## src/rtl/uart_ahb_sequencer_pkg.sv

```systemverilog
// Shared AHB-Lite encodings and state/completion-code types for the UART AHB sequencer.
package uart_ahb_pkg;

  localparam logic [1:0] HTRANS_IDLE   = 2'b00;
  localparam logic [1:0] HTRANS_NONSEQ = 2'b10;

  localparam logic [1:0] HRESP_OKAY  = 2'b00;
  localparam logic [1:0] HRESP_ERROR = 2'b01;
  localparam logic [1:0] HRESP_RETRY = 2'b10;
  localparam logic [1:0] HRESP_SPLIT = 2'b11;

  localparam logic [2:0] HSIZE_BYTE    = 3'b000;
  localparam logic [2:0] HBURST_SINGLE = 3'b000;

  typedef enum logic [1:0] {IDLE, ADDR, DATA, DONE} state_e;

  typedef enum logic [1:0] {
    ERR_OK      = 2'b00,
    ERR_SLAVE   = 2'b01,
    ERR_RETRY   = 2'b10,
    ERR_TIMEOUT = 2'b11
  } err_code_e;

endpackage

```

## src/rtl/uart_ahb_sequencer_rr_arbiter.sv

```systemverilog
// Round-robin requester pick. Searches upward from the owned pointer, wrapping;
// the pointer moves past the served requester when advance is strobed.
module rr_arbiter #(
  parameter int N_REQ = 2,
  parameter int IDX_W = (N_REQ > 1) ? $clog2(N_REQ) : 1
) (
  input  logic             clk,
  input  logic             rst_n,
  input  logic [N_REQ-1:0] req,
  input  logic             advance,
  input  logic [IDX_W-1:0] adv_idx,
  output logic             any,
  output logic [IDX_W-1:0] idx
);

  logic [IDX_W-1:0] ptr;

  always_ff @(posedge clk) begin
    if (!rst_n) begin
      ptr <= '0;
    end else if (advance) begin
      ptr <= (adv_idx == IDX_W'(N_REQ - 1)) ? '0 : adv_idx + IDX_W'(1);
    end
  end

  always_comb begin : pick
    int j;
    any = 1'b0;
    idx = '0;
    j   = 0;
    for (int i = 0; i < N_REQ; i++) begin
      j = int'(ptr) + i;
      if (j >= N_REQ) j = j - N_REQ;
      if (!any && req[j]) begin
        any = 1'b1;
        idx = IDX_W'(j);
      end
    end
  end

endmodule

```

## src/rtl/uart_ahb_sequencer.sv

```systemverilog
// AHB-Lite single-byte master serving N_REQ requesters toward the AHB-to-APB UART
// subsystem: round-robin grant, address/data phases, retry, error and stall timeout.
module uart_ahb_sequencer
  import uart_ahb_pkg::*;
#(
  parameter int          N_REQ     = 2,
  parameter int          ADDR_W    = 12,
  parameter logic [31:0] BASE_ADDR = 32'h0000_0000,
  parameter int          TIMEOUT   = 16,
  parameter int          MAX_RETRY = 3
) (
  input  logic                    HCLK,
  input  logic                    HRESETn,
  input  logic [N_REQ-1:0]        req_i,
  input  logic [N_REQ-1:0]        we_i,
  input  logic [N_REQ*ADDR_W-1:0] addr_i,
  input  logic [N_REQ*8-1:0]      wdata_i,
  output logic [N_REQ-1:0]        gnt_o,
  output logic [N_REQ-1:0]        done_o,
  output logic [7:0]              rdata_o,
  output logic [1:0]              err_code_o,
  output logic                    busy_o,
  output logic                    HSELABPif,
  output logic [1:0]              HTRANS,
  output logic                    HWRITE,
  output logic [2:0]              HSIZES,
  output logic [2:0]              HBURST,
  output logic [31:0]             HADDR,
  output logic [31:0]             HWDATA,
  output logic                    HREADYin,
  input  logic                    HREADY,
  input  logic [1:0]              HRESP,
  input  logic [31:0]             HRDATA
);

  localparam int IDX_W = (N_REQ > 1) ? $clog2(N_REQ) : 1;
  localparam int CNT_W = $clog2(TIMEOUT + 1);
  localparam int RTY_W = (MAX_RETRY > 0) ? $clog2(MAX_RETRY + 1) : 1;

  state_e            state, state_n;
  logic              arb_any;
  logic [IDX_W-1:0]  arb_idx;
  logic              grant, advance, finish, load_rdata, retry_inc, stall_hit;
  err_code_e         fin_code, err_q;
  logic [IDX_W-1:0]  idx_q;
  logic              we_q;
  logic [ADDR_W-1:0] addr_q;
  logic [7:0]        wdata_q, rdata_q;
  logic [RTY_W-1:0]  retry_cnt;
  logic [CNT_W-1:0]  stall_cnt;
  logic              unused_hrdata;

  rr_arbiter #(.N_REQ(N_REQ), .IDX_W(IDX_W)) u_arb (
    .clk     (HCLK),
    .rst_n   (HRESETn),
    .req     (req_i),
    .advance (advance),
    .adv_idx (idx_q),
    .any     (arb_any),
    .idx     (arb_idx)
  );

  assign HSIZES        = HSIZE_BYTE;
  assign HBURST        = HBURST_SINGLE;
  assign HREADYin      = HREADY;
  assign busy_o        = (state != IDLE);
  assign rdata_o       = rdata_q;
  assign err_code_o    = err_q;
  assign stall_hit     = !HREADY && (stall_cnt == CNT_W'(TIMEOUT - 1));
  assign unused_hrdata = ^HRDATA[31:8];

  always_ff @(posedge HCLK) begin
    if (!HRESETn) state <= IDLE;
    else          state <= state_n;
  end

  always_comb begin
    state_n    = state;
    gnt_o      = '0;
    done_o     = '0;
    HSELABPif  = 1'b0;
    HTRANS     = HTRANS_IDLE;
    HWRITE     = 1'b0;
    HADDR      = '0;
    HWDATA     = '0;
    grant      = 1'b0;
    advance    = 1'b0;
    finish     = 1'b0;
    load_rdata = 1'b0;
    retry_inc  = 1'b0;
    fin_code   = ERR_OK;
    case (state)
      IDLE: begin
        // Grant is suppressed while reset is held so gnt_o reads as its reset value.
        if (arb_any && HRESETn) begin
          gnt_o[arb_idx] = 1'b1;
          grant          = 1'b1;
          state_n        = ADDR;
        end
      end
      ADDR: begin
        HSELABPif = 1'b1;
        HTRANS    = HTRANS_NONSEQ;
        HWRITE    = we_q;
        HADDR     = BASE_ADDR | 32'(addr_q);
        if (HREADY) begin
          state_n = DATA;
        end else if (stall_hit) begin
          finish   = 1'b1;
          fin_code = ERR_TIMEOUT;
        end
      end
      DATA: begin
        HWDATA = {24'h0, wdata_q};
        if (HREADY) begin
          case (HRESP)
            HRESP_OKAY: begin
              finish     = 1'b1;
              load_rdata = !we_q;
            end
            HRESP_ERROR: begin
              finish   = 1'b1;
              fin_code = ERR_SLAVE;
            end
            HRESP_RETRY, HRESP_SPLIT: begin
              if (retry_cnt < RTY_W'(MAX_RETRY)) begin
                retry_inc = 1'b1;
                state_n   = ADDR;
              end else begin
                finish   = 1'b1;
                fin_code = ERR_RETRY;
              end
            end
            default: ;
          endcase
        end else if (stall_hit) begin
          finish   = 1'b1;
          fin_code = ERR_TIMEOUT;
        end
      end
      DONE: begin
        done_o[idx_q] = 1'b1;
        advance       = 1'b1;
        state_n       = IDLE;
      end
      default: state_n = IDLE;
    endcase
    if (finish) state_n = DONE;
  end

  always_ff @(posedge HCLK) begin
    if (!HRESETn) begin
      retry_cnt <= '0;
      stall_cnt <= '0;
      rdata_q   <= '0;
      err_q     <= ERR_OK;
    end else begin
      // Stall count restarts on every phase entry, including a retry back to ADDR.
      if (state_n != state)
        stall_cnt <= '0;
      else if (!HREADY && (state == ADDR || state == DATA))
        stall_cnt <= stall_cnt + CNT_W'(1);

      if (state == DONE)
        retry_cnt <= '0;
      else if (retry_inc)
        retry_cnt <= retry_cnt + RTY_W'(1);

      if (finish) begin
        err_q <= fin_code;
        if (load_rdata) rdata_q <= HRDATA[7:0];
      end
    end
  end

  always_ff @(posedge HCLK) begin
    if (grant) begin
      idx_q   <= arb_idx;
      we_q    <= we_i[arb_idx];
      addr_q  <= addr_i[arb_idx*ADDR_W +: ADDR_W];
      wdata_q <= wdata_i[arb_idx*8 +: 8];
    end
  end

endmodule

```

## config.mk

```make
export PLATFORM = sky130hd
export DESIGN_NAME = uart_ahb_sequencer
export DESIGN_NICKNAME = d
export VERILOG_FILES = /design/src/rtl/uart_ahb_sequencer_pkg.sv /design/src/rtl/uart_ahb_sequencer_rr_arbiter.sv /design/src/rtl/uart_ahb_sequencer.sv
export SDC_FILE = /design/constraint.sdc
export NUM_CORES = 1
export LEC_CHECK = 0
export CAP_MARGIN = 15
export CELL_PAD_IN_SITES_DETAIL_PLACEMENT = 1
export CELL_PAD_IN_SITES_GLOBAL_PLACEMENT = 1
export CORE_MARGIN = 10
export CORE_UTILIZATION = 27
export CTS_BUF_LIST = sky130_fd_sc_hd__clkbuf_4
export DETAILED_ROUTE_END_ITERATION = 10
export GPL_TIMING_DRIVEN = 0
export PLACE_DENSITY_LB_ADDON = 0.1
export SLEW_MARGIN = 20
export SYNTH_ARGS = -nofsm -noshare
export SYNTH_HDL_FRONTEND = slang
export SYNTH_SLANG_ARGS = --single-unit
```

## constraint.sdc

```tcl
create_clock -name HCLK -period 4.9 [get_ports HCLK]
set_input_delay 0.98 -clock HCLK [delete_from_list [all_inputs] [get_ports HCLK]]
set_output_delay 0.98 -clock HCLK [all_outputs]
set_load 0.01 [all_outputs]
```

* Yosys cells after proc, flatten, opt, wreduce, memory -nomap -nowiden
Cells that the tools add are included.
Storage, ports and cells: flip-flop bits (word level) 42, latch bits 0, RAM bits 0, memory bits (read-only) 0, output and inout port bits 90, logic and storage cells 111, memories kept 0
Cells by class: add/sub/neg operators 6, $mul 1, div/mod/pow operators 0, order comparisons 9, equal/unequal tests 8, shifts and indexed selects 2, multiplexer cells 56, bitwise gates (word level) 1, reduce and logical (&&, ||, !) cells 18
Operator list (number):
- $lt A32 B3 Y1 const B | 2
- $mux W32 | 2
- $ge A32 B3 Y1 const B | 1
- $sub A32 B3 Y32 const B | 1
- $mux W1 | 31
- $mux W2 | 14
- $shiftx A24 B6 Y12 | 1
- $shiftx A16 B5 Y8 | 1
- $mux W12 | 1
- $eq A2 B2 Y1 const B | 4
- $mux W8 | 1
- $pmux W2 S2 | 2
- $pmux W2 S4 | 1
- $reduce_or A2 Y1 | 4
- $logic_and A1 B1 Y1 | 6
- $add A5 B1 Y5 const B | 1
- $eq A5 B4 Y1 const B | 1
- $eq A2 B1 Y1 const B | 2
- $logic_not A2 Y1 | 2
- $lt A1 B2 Y1 const B | 2
- $pmux W1 S2 | 2
- $logic_not A1 Y1 | 3
- $mul A1 B2 Y3 const B | 1
- $sub A1 B2 Y3 const B | 1
- 12 further kinds | 14

* Longest topological paths before layout
Gate-level depths: netlist of run 1.
word-level depth 15, gate-level depth with buffers 8

* By module
A second synthesis of run 1 with hierarchy kept.
Unflattened totals: cells, all modules 240, area, all modules 2504.9 um^2
By module, submodules not included:
- uart_ahb_sequencer | times used 1, cells an instance 234, area each 2453.6 um^2, sequential area each 1041.0 um^2
- rr_arbiter | times used 1, cells an instance 6, area each 51.3 um^2, sequential area each 20.0 um^2

* Worst setup path before layout of run 1
Ideal clock, no wire load.
path type input to output, start point input port req_i[0], end point output port gnt_o[0], arrival 1.745 ns, required time 3.920 ns, slack 2.175 ns, cell stages on the path 5, buffers on the path 1, cells stage by stage inv_1 o21ai_1 inv_1 clkbuf_1 nor2_1
Between the ends: longest elaborated chain between the ends 13, elaborated cells between the ends (all ways) 20, classes of those cells order compare (2); mux (14); reduce/logical (4)
RTL lines:
- start: declaration | RTL line uart_ahb_sequencer.sv:14 | input logic [N_REQ-1:0] req_i,
- $mux W1 (not written as such) (3 in series) | RTL line uart_ahb_sequencer_rr_arbiter.sv:34 | if (!any && req[j]) begin
- $mux W1 | RTL line uart_ahb_sequencer_rr_arbiter.sv:34
- $logic_not A1 Y1 | RTL line uart_ahb_sequencer_rr_arbiter.sv:34
- $logic_and A1 B1 Y1 | RTL line uart_ahb_sequencer_rr_arbiter.sv:34
- $mux W1 (*) | RTL line uart_ahb_sequencer_rr_arbiter.sv:34
- named net arb_idx | RTL line uart_ahb_sequencer.sv:42 | logic [IDX_W-1:0] arb_idx;
- $lt A1 B2 Y1 (not written as such) / $ge A1 B1 Y1 (equally long branches) | RTL line uart_ahb_sequencer.sv:96 | gnt_o[arb_idx] = 1'b1;
- $logic_and A1 B1 Y1 (not written as such) | RTL line uart_ahb_sequencer.sv:96
- $mux W1 (not written as such) | RTL line uart_ahb_sequencer.sv:96
- $demux W1 S1 (*) | RTL line uart_ahb_sequencer.sv:96
- $mux W2 (*) | RTL line uart_ahb_sequencer.sv:95 | if (arb_any && HRESETn) begin
- $mux W2 (*) | RTL line uart_ahb_sequencer.sv:92 | case (state)
- end: declaration | RTL line uart_ahb_sequencer.sv:18 | output logic [N_REQ-1:0] gnt_o,
The timed path passes the listed nets; every way through them passes the cells marked *. The select of a mux whose other input is x is not followed.

* Final worst setup path of run 1
Ends and elaborated chain as after synthesis.

==> results.md, run 1 <==
- Status: finished clean
- Avg Cell Area, Syn: 8.92 um2
- Ys flop type: edfxtp_1
- Core box area: 0.00920 mm2
- Filler cell count: 1109
- CTS Root Cell: clkbuf_4
- Detailed Route WL: 7800 um
- Share of post-route cells with drive strength above 1: 0.158
- First-pass GRT wire length: 11800 um
- Nets: 523
- Power, Total: 0.990 mW
- Int Pwr: 0.692 mW
- CP startpoint kind: primary input
- GPL Wtd Cong: 0.751
- Post-Route Skew: 6.53 ps
- Synth Warn #: 0
- Final TNS setup: 0 ps
- Max-Cap Viols: 0
- Cells after synthesis: 284
- Fin. Hold Viols: 0
- Io pins: 171
- Multi-input gate area: 0.00117 mm2
- Total die area: 0.0137 mm2
- Longest Clk Path Bufs: 2
- F_max: 253 MHz
- Setup Fix Bufs, Post-CTS: 0
- WP data required: 3920 ps
- PortBufs: 94
- Commonest non-fill, non-tap cell in the layout: clkdlybuf4s50_1
- RSZ-0062 raised after global routing: false
- Clock insertion delay at the later pin of the skew report: 350 ps
- Flip-flop and latch area: 0.00106 mm2
- Post-cts resize count: 0
- Overflow after GRT: 0
- Crit end category: output pin
- Final Cycle Share: 0.807
- Max Slew Vio Count: 0
- Number of DRC markers in iteration 0: 30
- Die H: 117 um
- Normalized max-slew margin: 0.408
- CTS buffer count: 5
- Pre-antenna DRT Iters: 4
- DR vias/cell: 4.01
- Sequential power share: 0.421
- Min Tclk post-route: 3960 ps
- Switching pwr: 0.299 mW
- Peak supply drop: 0.135 mV
- Min-delay worst type: reg -> reg
- Post-synth EDFFs: 22
- Yosys cell types: 37
- Post-synth ARST share: 0
- Clock-pin slew on the worst setup and hold paths: 130 ps
- Ant. Diodes: 0
- Post-DP HPWL: 6490 um
- Vias: 2191
- Sequential share of the synthesized area: 0.419
- Final ANT Viol Nets: 0
- DR WL/cell: 14.3 um
- Comb power frac: 0.340
- Switching Share: 0.302
- Number of remaining DRC errors: 0
- Initial antenna violation count: 0
- Number of H-tree levels: 2
- CTS tree: done
- Number of synthesized register bits: 42
- # rows: 35
- WP data arrival: 2980 ps
- Most frequent cells in the layout: 94 x clkdlybuf4s50_1, 69 x nand2_1, 54 x buf_4
- Endpoints failing setup: 0
- Clock tree sinks: 42
- Initial core utilization: 0.276
- Clock power frac: 0.238
- Hold_buf cts: 0
- LEAKAGE: 1.83 nW
- Synth-to-Final Area Change: 53.2%
- Synth Cell Area: 0.00253 mm2
- Chip Width: 117 um
- Vias in the first global route: 2297
- Slew @ Worst Pin: 887 ps
- CP Class: in -> out
- GRT Resource Usage Total: 0.111
- Max FO, Critical Path: 10
- Largest net degree at the start of global routing: 23
- Pwr Density: 255 mW/mm2
==> kinds of logic after synthesis <==
group / synth area share
buffers and inverters: 0.194
multiplexers: 0.0395
AO/OA/AOI/OAI: 0.0588
flip-flops: 0.419
AND/OR/NAND/NOR: 0.239
adder cells (fa/ha/maj): 0.0346
XOR/XNOR: 0.0138
other: 0.00148
==> power by group through the flow <==
stage                     clock network [mW]  logic, mW  registers [mW]
after CTS                              0.247      0.340           0.418
after global routing                   0.258      0.372           0.421
after detailed placement                   0      0.337           0.426
final                                  0.236      0.337           0.417
after floorplan                            0      0.189           0.421
after global placement                     0      0.332           0.425
==> routing by layer <==
| layer | GRT usage | wire (um) |
|---|---|---|
| met4 | 0.0198 | 51 |
| met5 | 0 | 0 |
| met1 | 0.111 | 2770 |
| met3 | 0.0754 | 1120 |
| met2 | 0.189 | 3850 |
==> synth_stat cells (2+ instances only) <==
master | n | area share
dfxtp_1 | 20 | 0.16
nand4_1 | 2 | 0.0049
inv_1 | 10 | 0.015
buf_6 | 2 | 0.0089
and3_1 | 2 | 0.0049
o211a_1 | 2 | 0.0079
edfxtp_1 | 22 | 0.26
and2_1 | 22 | 0.054
nor2b_1 | 12 | 0.030
ha_1 | 7 | 0.035
o21ai_0 | 3 | 0.0059
nand2_1 | 69 | 0.10
a211oi_1 | 2 | 0.0059
o21a_1 | 2 | 0.0059
xor2_1 | 3 | 0.010
nor2_1 | 14 | 0.021
mux2i_1 | 10 | 0.040
buf_4 | 54 | 0.16
nor2_2 | 2 | 0.0049
clkbuf_1 | 7 | 0.010
==> layout make-up <==
cell class / instances / share of cell area
clock inverters: 2 / 0.00935
repair buffers: 94 / 0.242
multi-input cells: 219 / 0.301
clock buffers: 6 / 0.0116
well taps: 111 / 0.0358
flip-flops and latches: 42 / 0.273
plain buffers: 63 / 0.117
inverters: 10 / 0.00967
==> critical path, cell delays in order <==
cell and delay [ps]:
clkdlybuf4s50_1 470, inv_1 40, o21ai_1 330, inv_1 180, clkbuf_1 270, nor2_1 160
clkdlybuf4s50_1 550
==> worst paths after layout <==
| path | startpoint | endpoint | slack [ps] | cells after the start |
|---|---|---|---|---|
| setup / recovery | req_i[0] | gnt_o[0] | 940 | 7 |
| hold / removal | err_code_o[1] | err_code_o[1] | 520 | 1 |
| setup reg to reg | state[1] | wdata_q[3] | 2540 | 5 |
| hold reg to reg | err_code_o[1] | err_code_o[1] | 520 | 1 |
==> through the flow <==
step | utilization | worst slack [ps] | cells | area [um2] | hold WS [ps]
6_report | 0.422 | 943 | 547 | 3880 | 524
5_1_grt | 0.422 | 634 | 547 | 3880 | 545
4_1_cts | 0.422 | 886 | 547 | 3880 | 530
3_5_place_dp | 0.413 | 905 | 539 | 3800 | 497
3_3_place_gp | 0.413 | 928 | 539 | 3800 | 480
2_1_floorplan | - | 2170 | 334 | 2720 | 468
==> registers in the layout, indices dropped and copies added (netlist names) <==
signal      count
retry_cnt       2
stall_cnt       5
err_code_o      2
rdata_o         8
addr_q         12
u_arb.ptr       1
we_q            1
idx_q           1
wdata_q         8
state           2
Power figures use the tool's default switching activity.
==> inputs of run 2 (changes only) <==
--- a/config.mk
+++ b/config.mk
@@ -9,7 +9,7 @@
 export CELL_PAD_IN_SITES_DETAIL_PLACEMENT = 1
 export CELL_PAD_IN_SITES_GLOBAL_PLACEMENT = 1
 export CORE_MARGIN = 10
-export CORE_UTILIZATION = 27
+export CORE_UTILIZATION = 25
 export CTS_BUF_LIST = sky130_fd_sc_hd__clkbuf_4
 export DETAILED_ROUTE_END_ITERATION = 10
 export GPL_TIMING_DRIVEN = 0
==> constraint.sdc (replaced) <==
create_clock -name HCLK -period 4.1 [get_ports HCLK]
set_input_delay 0.82 -clock HCLK [delete_from_list [all_inputs] [get_ports HCLK]]
set_output_delay 0.82 -clock HCLK [all_outputs]
set_load 0.01 [all_outputs]
==> results.md, run 2 (synthesis results as in run 1) <==
- Status: finished clean
- Clock power frac: 0.236
- Commonest non-fill, non-tap cell in the layout: clkdlybuf4s50_1
- DR WL/cell: 13.9 um
- Multi-input gate area: 0.00117 mm2
- Initial antenna violation count: 1
- Vias in the first global route: 2380
- Post-Route Skew: 13.9 ps
- Nets: 523
- Max-Cap Viols: 0
- Largest net degree at the start of global routing: 23
- Clock-pin slew on the worst setup and hold paths: 130 ps
- Max incr delay on CP: 550 ps
- Flip-flop and latch area: 0.00106 mm2
- Crit end category: output pin
- Die H: 121 um
- Io pins: 171
- Initial core utilization: 0.258
- Switching pwr: 0.350 mW
- WP data arrival: 2840 ps
- Cell at the slowest stage of the critical path: clkdlybuf4s50_1
- PortBufs: 94
- Min-delay worst type: reg -> reg
- Slew @ Worst Pin: 871 ps
- Final TNS setup: 0 ps
- Clock tree sinks: 42
- Number of DRC markers in iteration 0: 40
- Overflow after GRT: 0
- GPL Wtd Cong: 0.718
- Filler cell count: 1232
- Setup Fix Bufs, Post-CTS: 0
- Power, Total: 1.17 mW
- Number of remaining DRC errors: 0
- Max reg flops: 12
- Max FO, Critical Path: 10
- Sequential power share: 0.425
- Flop2flop setup slack: 1780 ps
- CTS tree: done
- Comb power frac: 0.340
- Detailed Route WL: 7930 um
- Chip Width: 121 um
- Hold_buf cts: 0
- GRT Resource Usage Total: 0.106
- Pwr Density: 300 mW/mm2
- Longest Clk Path Bufs: 2
- First-pass GRT wire length: 12300 um
- LEAKAGE: 1.83 nW
- Vias: 2186
- DR vias/cell: 3.84
- Endpoints failing setup: 0
- WP data required: 3280 ps
- CP startpoint kind: primary input
- Core box area: 0.00982 mm2
- RSZ-0062 raised after global routing: false
- Most frequent cells in the layout: 94 x clkdlybuf4s50_1, 69 x nand2_1, 54 x buf_4
- Clock insertion delay at the later pin of the skew report: 360 ps
- Int Pwr: 0.824 mW
- Largest reg by FF count: addr_q
- Total die area: 0.0146 mm2
- # rows: 36
- Pre-antenna DRT Iters: 4
- Post-cts resize count: 0
- F_max: 273 MHz
- CTS buffer count: 5
- Switching Share: 0.298
- CTS Root Cell: clkbuf_4
- Share of post-route cells with drive strength above 1: 0.158
- Fin. Hold Viols: 0
- Peak supply drop: 0.139 mV
- Min Tclk post-route: 3660 ps
- CP Class: in -> out
- Synth-to-Final Area Change: 54.3%
- Max Slew Vio Count: 0
- Post-DP HPWL: 6610 um
- Final ANT Viol Nets: 0
- CP cell instances: clkdlybuf4s50_1 > inv_1 > o21ai_1 > inv_1 > clkbuf_1 > nor2_1 > clkdlybuf4s50_1
- Number of H-tree levels: 2
- Normalized max-slew margin: 0.419
- Final Cycle Share: 0.892
-- run 2: cell count changes in the layout (fill, tap and decap cells not counted) --
cell and change:
inv_2 +1, inv_4 -1, diode_2 +1
-- run 2: path summary, 6_finish.rpt --
check / end / startpoint / depth (start not counted)
min: err_code_o[1] / err_code_o[1] / 1
max reg2reg: addr_q[11] / state[1] / 5
min reg2reg: err_code_o[1] / err_code_o[1] / 1
max: gnt_o[0] / req_i[0] / 7
-- run 2: per-layer routing --
metal | share of wire | global-route usage | wire length (um) | vias to the layer above
li1 | - | - | - | 1114
met1 | 0.34 | 0.0961 | 2690 | 986
met2 | 0.53 | 0.194 | 4170 | 78
met3 | 0.12 | 0.0675 | 960 | 8
met4 | 0.012 | 0.0264 | 98 | 0
met5 | 0 | 0 | 0 | -
-- run 2: final cells by class --
| type | instances | share of cell area |
|---|---|---|
| tap | 133 | 0.0426 |
| antenna | 1 | 0.000640 |
| multi-input combinational | 219 | 0.299 |
| buffer | 63 | 0.116 |
| clock inverter | 2 | 0.00864 |
| clock buffer | 6 | 0.0115 |
| timing repair buffer | 94 | 0.241 |
| inverter | 10 | 0.00960 |
| sequential | 42 | 0.271 |
-- run 2: power groups by stage --
stage	Clock, mW	Combinational [mW]	Sequential [mW]
after floorplan	0	0.226	0.503
after CTS	0.293	0.405	0.499
final	0.277	0.399	0.498
after global placement	0	0.398	0.507
after detailed placement	0	0.402	0.509
after global routing	0.311	0.446	0.503
-- run 2: stage by stage --
step / hold slack (ps) / setup WS [ps] / utilization / instance area [um2] / instances
floorplan: 468 / 1690 / - / 2720 / 334
global placement: 481 / 428 / 0.390 / 3830 / 561
detailed placement: 499 / 386 / 0.390 / 3830 / 561
CTS: 529 / 382 / 0.398 / 3910 / 569
global route: 551 / 270 / 0.398 / 3910 / 570
finish: 526 / 443 / 0.398 / 3910 / 570
-- run 2: critical path: cells and delay by family --
family	cells	cell delay (ps)
buf+inv	5	1510
simple gates	1	170
compound gates	1	330
